File: src/rtl/fetch_sequencer.sv
// fetch_sequencer: PC sequencer plus prefetch FIFO feeding decode; optional FETCH_PERF_CNT_EN adds fetch/flush counters.
// Latency: Start at edge N -> first entry at edge N+1; a Redirect leaves InstrValid low for one cycle, then the target arrives.
// Backpressure: fetch stalls when the FIFO is full and decode does not pop; full+pop refills the same cycle.

// sync_fifo: generic DEPTH-entry FIFO with synchronous flush; head is combinational from storage.
// Latency: a push is visible at the head on the next cycle.
// Backpressure: the caller never pushes when full without a simultaneous pop, and never pops when empty.
module sync_fifo #(
    parameter int WIDTH = 64,
    parameter int DEPTH = 2
) (
    input  logic                     clk,
    input  logic                     rst,
    input  logic                     push,
    input  logic [WIDTH-1:0]         push_dat,
    input  logic                     pop,
    input  logic                     flush,
    output logic [WIDTH-1:0]         head_dat,
    output logic [$clog2(DEPTH):0]   count
);
    localparam int AW = $clog2(DEPTH);
    localparam int CW = AW + 1;

    logic [WIDTH-1:0] mem [DEPTH];
    logic [AW-1:0]    wr_ptr;
    logic [AW-1:0]    rd_ptr;

    assign head_dat = mem[rd_ptr];

    // Storage write; contents need no reset because count gates validity.
    always_ff @(posedge clk) begin
        if (push && !flush) begin
            mem[wr_ptr] <= push_dat;
        end
    end

    // Pointers wrap naturally (DEPTH is a power of two); flush empties in one cycle.
    always_ff @(posedge clk) begin
        if (rst || flush) begin
            wr_ptr <= '0;
            rd_ptr <= '0;
            count  <= '0;
        end else begin
            if (push) wr_ptr <= wr_ptr + 1'b1;
            if (pop)  rd_ptr <= rd_ptr + 1'b1;
            unique case ({push, pop})
                2'b10:   count <= count + CW'(1);
                2'b01:   count <= count - CW'(1);
                default: count <= count;
            endcase
        end
    end
endmodule

module fetch_sequencer #(
    parameter logic [31:0] RESET_PC  = 32'h0000_0000,
    parameter int          MEM_WORDS = 1024,
    parameter int          DEPTH     = 2
) (
    input  logic        Clk,
    input  logic        Reset,
    input  logic        Start,
    output logic [31:0] ImAddress,
    input  logic [31:0] ImInstruction,
    input  logic        Redirect,
    input  logic [31:0] RedirectTarget,
    output logic        InstrValid,
    input  logic        InstrReady,
    output logic [31:0] InstrOut,
    output logic [31:0] InstrPC,
    output logic        Busy,
    output logic        Halted
`ifdef FETCH_PERF_CNT_EN
    ,
    output logic [31:0] FetchCount,
    output logic [15:0] FlushCount
`endif
);
    localparam int          CW       = $clog2(DEPTH) + 1;
    localparam logic [31:0] PC_LIMIT = 32'(MEM_WORDS) << 2;

    typedef enum logic [1:0] {
        ST_IDLE = 2'd0,
        ST_RUN  = 2'd1,
        ST_HALT = 2'd2
    } state_t;

    typedef struct packed {
        logic [31:0] pc;
        logic [31:0] instr;
    } fetch_entry_t;

    state_t        state, state_nxt;
    logic [31:0]   pc, pc_nxt;
    logic          push, flush, pop;
    logic [CW-1:0] fifo_count;
    fetch_entry_t  push_ent, head_ent, hold_ent, out_ent;
    logic          fifo_full, can_fetch, in_range;

    assign push_ent  = '{pc: pc, instr: ImInstruction};
    assign pop       = InstrValid & InstrReady;
    assign fifo_full = (fifo_count == CW'(DEPTH));
    assign can_fetch = !fifo_full || pop;
    assign in_range  = (pc < PC_LIMIT);

    sync_fifo #(
        .WIDTH ($bits(fetch_entry_t)),
        .DEPTH (DEPTH)
    ) u_fifo (
        .clk      (Clk),
        .rst      (Reset),
        .push     (push),
        .push_dat (push_ent),
        .pop      (pop),
        .flush    (flush),
        .head_dat (head_ent),
        .count    (fifo_count)
    );

    // State and PC registers.
    always_ff @(posedge Clk) begin
        if (Reset) begin
            state <= ST_IDLE;
            pc    <= RESET_PC;
        end else begin
            state <= state_nxt;
            pc    <= pc_nxt;
        end
    end

    // Next state, next PC and push/flush; Redirect outranks everything but Reset.
    always_comb begin
        state_nxt = state;
        pc_nxt    = pc;
        push      = 1'b0;
        flush     = 1'b0;
        if (Redirect) begin
            flush  = 1'b1;
            pc_nxt = RedirectTarget & 32'hFFFF_FFFC;
            if (state != ST_IDLE) state_nxt = ST_RUN;
        end else begin
            unique case (state)
                ST_IDLE: begin
                    if (Start) state_nxt = ST_RUN;
                end
                ST_RUN: begin
                    // Out-of-range words are never captured.
                    if (!in_range) begin
                        state_nxt = ST_HALT;
                    end else if (can_fetch) begin
                        push   = 1'b1;
                        pc_nxt = pc + 32'd4;
                    end
                end
                default: begin
                    state_nxt = state;
                end
            endcase
        end
    end

    // Remember the last displayed entry so the outputs hold while the FIFO is empty.
    always_ff @(posedge Clk) begin
        if (Reset) hold_ent <= '0;
        else       hold_ent <= out_ent;
    end

    assign out_ent    = (fifo_count != '0) ? head_ent : hold_ent;
    assign InstrValid = (fifo_count != '0);
    assign InstrOut   = out_ent.instr;
    assign InstrPC    = out_ent.pc;
    assign ImAddress  = pc;
    assign Busy       = (state == ST_RUN);
    assign Halted     = (state == ST_HALT);

`ifdef FETCH_PERF_CNT_EN
    logic drop_any;
    // A same-cycle pop is consumed by decode, so only entries beyond it count as dropped.
    assign drop_any = (fifo_count > CW'(pop));

    // Saturating performance counters.
    always_ff @(posedge Clk) begin
        if (Reset) begin
            FetchCount <= '0;
            FlushCount <= '0;
        end else begin
            if (push && (FetchCount != '1)) FetchCount <= FetchCount + 32'd1;
            if (Redirect && drop_any && (FlushCount != '1)) FlushCount <= FlushCount + 16'd1;
        end
    end
`endif
endmodule

File: config.mk
export PLATFORM = sky130hd
export DESIGN_NAME = fetch_sequencer
export DESIGN_NICKNAME = d
export VERILOG_FILES = /design/src/rtl/fetch_sequencer.sv
export SDC_FILE = /design/constraint.sdc
export NUM_CORES = 1
export LEC_CHECK = 0
export CORE_UTILIZATION = 45
export DETAILED_ROUTE_END_ITERATION = 8
export PLACE_DENSITY = 0.68
export SETUP_SLACK_MARGIN = 0.3
export SKIP_CTS_REPAIR_TIMING = 1
export SLEW_MARGIN = 30
export SYNTH_ARGS = -nofsm -noshare
export SYNTH_HDL_FRONTEND = slang
export SYNTH_SLANG_ARGS = --single-unit
File: constraint.sdc
create_clock -name Clk -period 9.1 [get_ports Clk]
set_input_delay 1.82 -clock Clk [delete_from_list [all_inputs] [get_ports Clk]]
set_output_delay 1.82 -clock Clk [all_outputs]
set_load 0.01 [all_outputs]
---- After elaboration in Yosys (flattened, before gate mapping) ----
Memory sizes are Yosys's and may differ from the RTL's. A register that Yosys moved wholly into a read port is not among the register bits.
Index checks and enable logic that the tools add are counted.
storage, ports and cells
  word-level logic and storage cells ...... 61
  memories ................................ 1
  bits in latches ......................... 0
  output and inout bits ................... 99
  flip-flop bits (word level) ............. 102
  memory bits (read-only) ................. 0
  bits in writable memories ............... 128
operators by class
  add/subtract/negate cells ............... 5
  reductions and logical operators ........ 17
  multipliers ............................. 0
  divide/modulo/power cells ............... 0
  eq/ne operators ......................... 8
  shifts and indexed selects .............. 0
  muxes and demuxes ....................... 20
  bitwise gates (word level) .............. 1
  magnitude comparators ................... 1
memory list
  name        words  width  rd ports  clocked after Yosys merged registers in  wr ports  RTL line  RTL
  u_fifo.mem  2      64     1         1                                        1         24        logic [WIDTH-1:0] mem [DEPTH];
operator list
  operator                 number
  $mux W32                 4
  $mux W64                 1
  $add A32 B3 Y32 const B  1
  $lt A32 B13 Y1 const B   1
  $reduce_bool A2 Y1       6
  $mux W1                  9
  $mux W2                  4
  $pmux W2 S2              2
  $eq A2 B2 Y1 const B     3
  $ne A3 B3 Y1 const B     2
  $reduce_and A3 Y1        2
  $eq A2 B1 Y1 const B     2
  $reduce_and A4 Y1        1
  $reduce_bool A3 Y1       1
  $add A1 B1 Y1 const B    2
  $add A2 B1 Y2 const B    1
  $logic_not A1 Y1         2
  $logic_not A2 Y1         1
  $logic_or A1 B1 Y1       2
  $ne A2 B1 Y1 const B     1
  $reduce_or A2 Y1         1
  $sub A2 B1 Y2 const B    1
  $and A1 B1 Y1            1
  $logic_and A1 B1 Y1      1

---- Logic depth before layout (Yosys ltp) ----
  depth after elaboration ................. 10
  mapped depth ............................ 8
  mapped depth without buffers ............ 7

---- Cells and area by module ----
A second synthesis with hierarchy kept.
second synthesis, totals
  cell total of the unflattened synthesis .. 620
  area total of the unflattened synthesis .. 8998.6 um^2
by module, submodules not included
  module           area an instance (um^2)  seq. area each (um^2)  cells an instance  times used
  sync_fifo        4802.1                   3943.8                 219                1
  fetch_sequencer  4196.5                   1921.8                 401                1

---- Worst setup path before layout ----
Ideal clock, no wire load.
  path kind ............................... input to register
  from .................................... input Redirect
  to ...................................... memory u_fifo.mem[0][0] (enable)
  arrival ................................. 5.007 ns
  buffers on the path ..................... 0
  stages .................................. 2
  path slack .............................. 3.611 ns
  required time ........................... 8.618 ns
  path through ............................ or4_1 nor2_1
on the way
  cells in the longest elaborated chain, start to end .. 5
RTL lines
  item                               RTL line  RTL
  start: declaration                 65        input logic Redirect,
  $mux W1                            137       if (Redirect) begin
  $logic_not A1 Y1                   32        if (push && !flush) begin
  $logic_and A1 B1 Y1 (*)            32
  $mux W1 (*)                        32
  $mux W1 (not written as such) (*)  33        mem[wr_ptr] <= push_dat;
  end: declaration                   24
Mark *: on every way between the ends. The rest lies on a longest branch, timed or not.

---- Worst setup path after layout ----
  from .................................... register u_fifo.count[0]
  to ...................................... output InstrPC[8]
on the way
  cells in the longest elaborated chain, start to end .. 2
RTL lines
  item                      RTL line  RTL
  start: declaration        19        output logic [$clog2(DEPTH):0] count
  start signal: assignment  47        2'b10: count <= count + CW'(1);
  start signal: assignment  48        2'b01: count <= count - CW'(1);
  start signal: assignment  49        default: count <= count;
  $reduce_bool A2 Y1        168       assign out_ent = (fifo_count != '0) ? head_ent : hold_ent;
  $mux W64                  168
  end: declaration          70        output logic [31:0] InstrPC,
No other way between the ends.

==> metrics.txt <==
# TYPE chip_impl_metric gauge
chip_impl_metric{name="synthArstFlopShare",unit="%"} 0
chip_impl_metric{name="start_util",unit="%"} 46.4
chip_impl_metric{name="grt-ovfl-total",unit=""} 0
chip_impl_info{name="synth_top_cell_by_area",value="edfxtp_1"} 1
chip_impl_metric{name="yosysWarningCount",unit=""} 0
chip_impl_metric{name="dr.first_iter.drc_count",unit=""} 244
chip_impl_metric{name="synth_mux_area_share",unit="%"} 9.74
chip_impl_metric{name="cp.required",unit="ns"} 7.28
chip_impl_metric{name="timing.final.ws_setup",unit="ns"} 4.23
chip_impl_metric{name="cp_data_arrival_time",unit="ns"} 3.05
chip_impl_info{name="rsz_0062_raised_after_global_routing",value="false"} 1
chip_impl_info{name="cp-startpoint",value="u_fifo.count[0]$_SDFFE_PP0P_"} 1
chip_impl_metric{name="floorplan.io_pins",unit=""} 168
chip_impl_info{name="worstHoldPathType",value="reg2reg"} 1
chip_impl_info{name="worst_path_max_delay_cell",value="clkdlybuf4s50_1"} 1
chip_impl_info{name="yosys-top-cells-area",value="edfxtp_1, dfxtp_1, mux2i_1"} 1
chip_impl_metric{name="internal_power",unit="mW"} 1.83
chip_impl_metric{name="timing.critical_path.slowest_cell_delay",unit="ns"} 0.60
chip_impl_metric{name="num_antenna_cells",unit=""} 0
chip_impl_metric{name="cts_max_level",unit=""} 1
chip_impl_metric{name="coreArea",unit="um^2"} 18100
chip_impl_metric{name="drtPass1Iterations",unit=""} 8
chip_impl_metric{name="grt_pass1_vias",unit=""} 5511
chip_impl_metric{name="setup_tns",unit="ns"} 0
chip_impl_info{name="synth_ff_type",value="edfxtp_1"} 1
chip_impl_metric{name="port_buffers",unit=""} 163
chip_impl_metric{name="drive_gt1_share",unit="%"} 7.71
chip_impl_metric{name="postSynthRegisterBits",unit=""} 225
chip_impl_metric{name="fmax",unit="GHz"} 0.205
chip_impl_info{name="run_status",value="finished with violations"} 1
chip_impl_info{name="post_synth_most_frequent_cells",value="edfxtp_1, dfxtp_1, mux2i_1"} 1
chip_impl_metric{name="worst_hold_slack",unit="ns"} 0.525
chip_impl_metric{name="p_sw_share",unit="%"} 19.3
chip_impl_metric{name="grt_usage",unit="%"} 18.1
chip_impl_metric{name="vdd_ir_drop_max",unit="mV"} 0.133
chip_impl_metric{name="seqPwrFrac",unit="%"} 48.4
chip_impl_metric{name="finalHoldViolCount",unit=""} 0
chip_impl_metric{name="grt_max_degree",unit=""} 74
chip_impl_metric{name="netSwitchingPower",unit="mW"} 0.438
chip_impl_metric{name="cts.path.max_buffers",unit=""} 3
chip_impl_metric{name="post_synth_inst_count",unit=""} 653
chip_impl_metric{name="timing.critical_path.fanout_max",unit=""} 73
chip_impl_info{name="critical_path.startpoint_type",value="flip-flop"} 1
chip_impl_metric{name="cts-buffers-inserted",unit=""} 23
chip_impl_metric{name="synthSimpleGateAreaFrac",unit="%"} 13.4
chip_impl_metric{name="total_power",unit="mW"} 2.27
chip_impl_metric{name="synth_compound_area_share",unit="%"} 5.11
chip_impl_metric{name="power_density_of_the_placed_cells",unit="nW/um^2"} 202
chip_impl_info{name="violations",value="design-rule violations"} 1
chip_impl_info{name="reg_to_reg_critical_path_startpoint",value="u_fifo.count[0]$_SDFFE_PP0P_"} 1
chip_impl_metric{name="synthToLayoutAreaGrowth",unit="%"} 33.0
chip_impl_metric{name="nNetsFinal",unit=""} 884
chip_impl_metric{name="post_synthesis_adder_cell_area_fraction",unit="%"} 0.297
chip_impl_metric{name="die_height",unit="um"} 139
chip_impl_info{name="tritoncts",value="built"} 1
chip_impl_info{name="hp-start",value="ImAddress[28]$_SDFFE_PP0P_"} 1
chip_impl_info{name="setup.worst_path.class",value="reg2out"} 1
chip_impl_metric{name="seq_area_frac_synth",unit="%"} 68.2
chip_impl_info{name="post-synth-top-count-cell",value="edfxtp_1"} 1
chip_impl_metric{name="std_cell_rows",unit=""} 49
chip_impl_metric{name="design_area",unit="um^2"} 11200
chip_impl_metric{name="post_layout_util",unit="%"} 61.8
chip_impl_metric{name="power.share.clock",unit="%"} 47.5
chip_impl_metric{name="placedCellCount",unit=""} 1017
chip_impl_metric{name="grt_first_pass_wirelength",unit="mm"} 28.0
chip_impl_metric{name="vias",unit=""} 5354
chip_impl_metric{name="post-route-drc-count",unit=""} 5
chip_impl_info{name="critical_path_sink_type",value="output port"} 1
chip_impl_metric{name="comb_power_share",unit="%"} 4.1
chip_impl_metric{name="fin_crit",unit="ns"} 4.87
chip_impl_metric{name="synth.avg_cell_area",unit="um^2"} 12.9
chip_impl_metric{name="fill_cells",unit=""} 1410
chip_impl_info{name="ctsRootBufferMaster",value="clkbuf_16"} 1
chip_impl_metric{name="total_setup_violations_reported_at_the_end_of_the_flow",unit=""} 0
chip_impl_metric{name="synth_edf_count",unit=""} 124
chip_impl_metric{name="maxCapViolations",unit=""} 0
chip_impl_info{name="cells_traversed_along_the_worst_timing_path",value="nor2_4 > buf_16 > buf_4 > nand2_1 > o21ai_0 > clkdlybuf4s50_1"} 1
chip_impl_info{name="critical_path.top_delay_family",value="buffers and inverters"} 1
chip_impl_metric{name="max_slew_margin",unit="%"} 40.5
chip_impl_metric{name="routabilityCongestion",unit=""} 0.760
chip_impl_metric{name="antenna_found_initial",unit=""} 0
chip_impl_metric{name="pre_cts_slack",unit="ns"} 4.65
chip_impl_metric{name="period_share",unit="%"} 53.5
chip_impl_metric{name="tritoncts_num_sinks",unit=""} 225
chip_impl_metric{name="detailed_placement_hpwl",unit="mm"} 11.0
chip_impl_metric{name="die_area",unit="um^2"} 19300
chip_impl_metric{name="mappedNetlistArea",unit="um^2"} 8430
chip_impl_metric{name="routed_wl",unit="mm"} 17.3
chip_impl_metric{name="timing_worst_slew_pin_value",unit="ns"} 0.893
chip_impl_metric{name="synth.top_cell.area_share",unit="%"} 44.2
chip_impl_metric{name="worst_clock_skew",unit="ns"} 0.0127
chip_impl_metric{name="max_slew_vio_count",unit=""} 0
chip_impl_metric{name="placement.cell_area",unit="um^2"} 10300
chip_impl_metric{name="cts_clk_pin_slew_worst_paths",unit="ns"} 0.06
chip_impl_info{name="combinational_family_with_the_most_area_after_synthesis",value="simple AND/OR/NAND/NOR gates"} 1
chip_impl_metric{name="drt.antenna.violating_nets",unit=""} 0
chip_impl_metric{name="yosysUniqueCellTypes",unit=""} 38
chip_impl_metric{name="yosys.area_share.xor_xnor",unit="%"} 1.14
chip_impl_metric{name="route.detailed.wl_per_inst",unit="um"} 16.3
chip_impl_metric{name="floorplan.die.width",unit="um"} 139
chip_impl_metric{name="detail_route.vias_per_cell",unit=""} 5.06
chip_impl_metric{name="clock_latency",unit="ns"} 0.50
chip_impl_metric{name="timing.critical_path.buf_inv",unit=""} 3
chip_impl_metric{name="finalNonFillerCells",unit=""} 1059
chip_impl_metric{name="cell_leakage_power",unit="nW"} 3.81
==> state kept, by name, summed over array words and instances, names as in the netlist, named ones only <==
register / cells
state: 2
ImAddress: 30
hold_ent: 64
u_fifo.rd_ptr: 1
u_fifo.count: 2
u_fifo.wr_ptr: 1
u_fifo.mem: 124
==> per-layer routing <==
metal	GRT usage, %	up-vias	routed length (um)
met5	0	-	0
met4	6.73	0	459
met3	2.59	34	775
met2	32.6	134	8810
met1	22.0	2555	7210
li1	-	2631	-
==> power by group through the flow <==
stage               Sequential (mW)  Clock (mW)  Combinational [mW]
floorplan                      1.12           0              0.0334
global route                   1.10        1.14               0.102
global placement               1.12           0              0.0900
CTS                            1.10        1.10              0.0948
finish                         1.10        1.08              0.0941
detailed placement             1.12           0              0.0942
==> kinds of logic after synthesis <==
family                   Yosys count
other                              1
flip-flops                       225
XOR/XNOR                          11
multiplexers                      82
buffers and inverters             42
AO/OA/AOI/OAI                     81
adder cells (fa/ha/maj)            2
AND/OR/NAND/NOR                  209
==> worst paths after layout <==
kind,end,slack [ns],cells after the start
worst max-delay path,InstrPC[8],4.23,6
worst min-delay path,u_fifo.mem[1][60]$_DFFE_PP_,0.52,0
worst max register to register,u_fifo.count[1]$_SDFFE_PP0P_,6.11,8
worst min register to register,u_fifo.mem[1][60]$_DFFE_PP_,0.52,0
==> final cells by class <==
class	count	area (um^2)	share of cell area (%)
Inverter	5	18.8	0.167
Clock buffer	23	576	5.13
Clock inverter	19	313	2.79
Timing Repair Buffer	171	1740	15.5
Multi-Input combinational cell	387	2530	22.6
Sequential cell	225	5750	51.3
Tap cell	229	287	2.56
==> cells in the final DEF, fill, tap and decap left out, types with 2 or more instances in the layout <==
cell and n:
xnor2_1 10, nand2_1 71, a211oi_1 6, nand3_1 3, buf_4 5, a21oi_1 5, buf_12 2, dfxtp_1 100
and3_1 3, edfxtp_1 124, mux2i_1 82, clkbuf_16 23, and4_1 2, clkinv_2 6, inv_6 2, or2_2 2
nor4_4 3, bufinv_16 8, o21ai_0 64, conb_1 2, inv_1 5, nand4_1 2, clkdlybuf4s50_1 162, nor2_4 3
clkinv_4 2, nor2_1 33, nor4_1 7, nor2b_1 65, or3_1 3, ha_1 2, a31oi_1 2, o22ai_1 3
and2_1 4
==> worst reg2reg max path, delay by kind of cell, from the launching register on <==
family	cells	cell delay, ns
flops	1	0.38
fa+ha+maj	1	0.32
simple gates	3	1.05
compound gates	1	0.15
buf+inv	3	1.02
No activity file was read; power rests on OpenSTA's default activity.
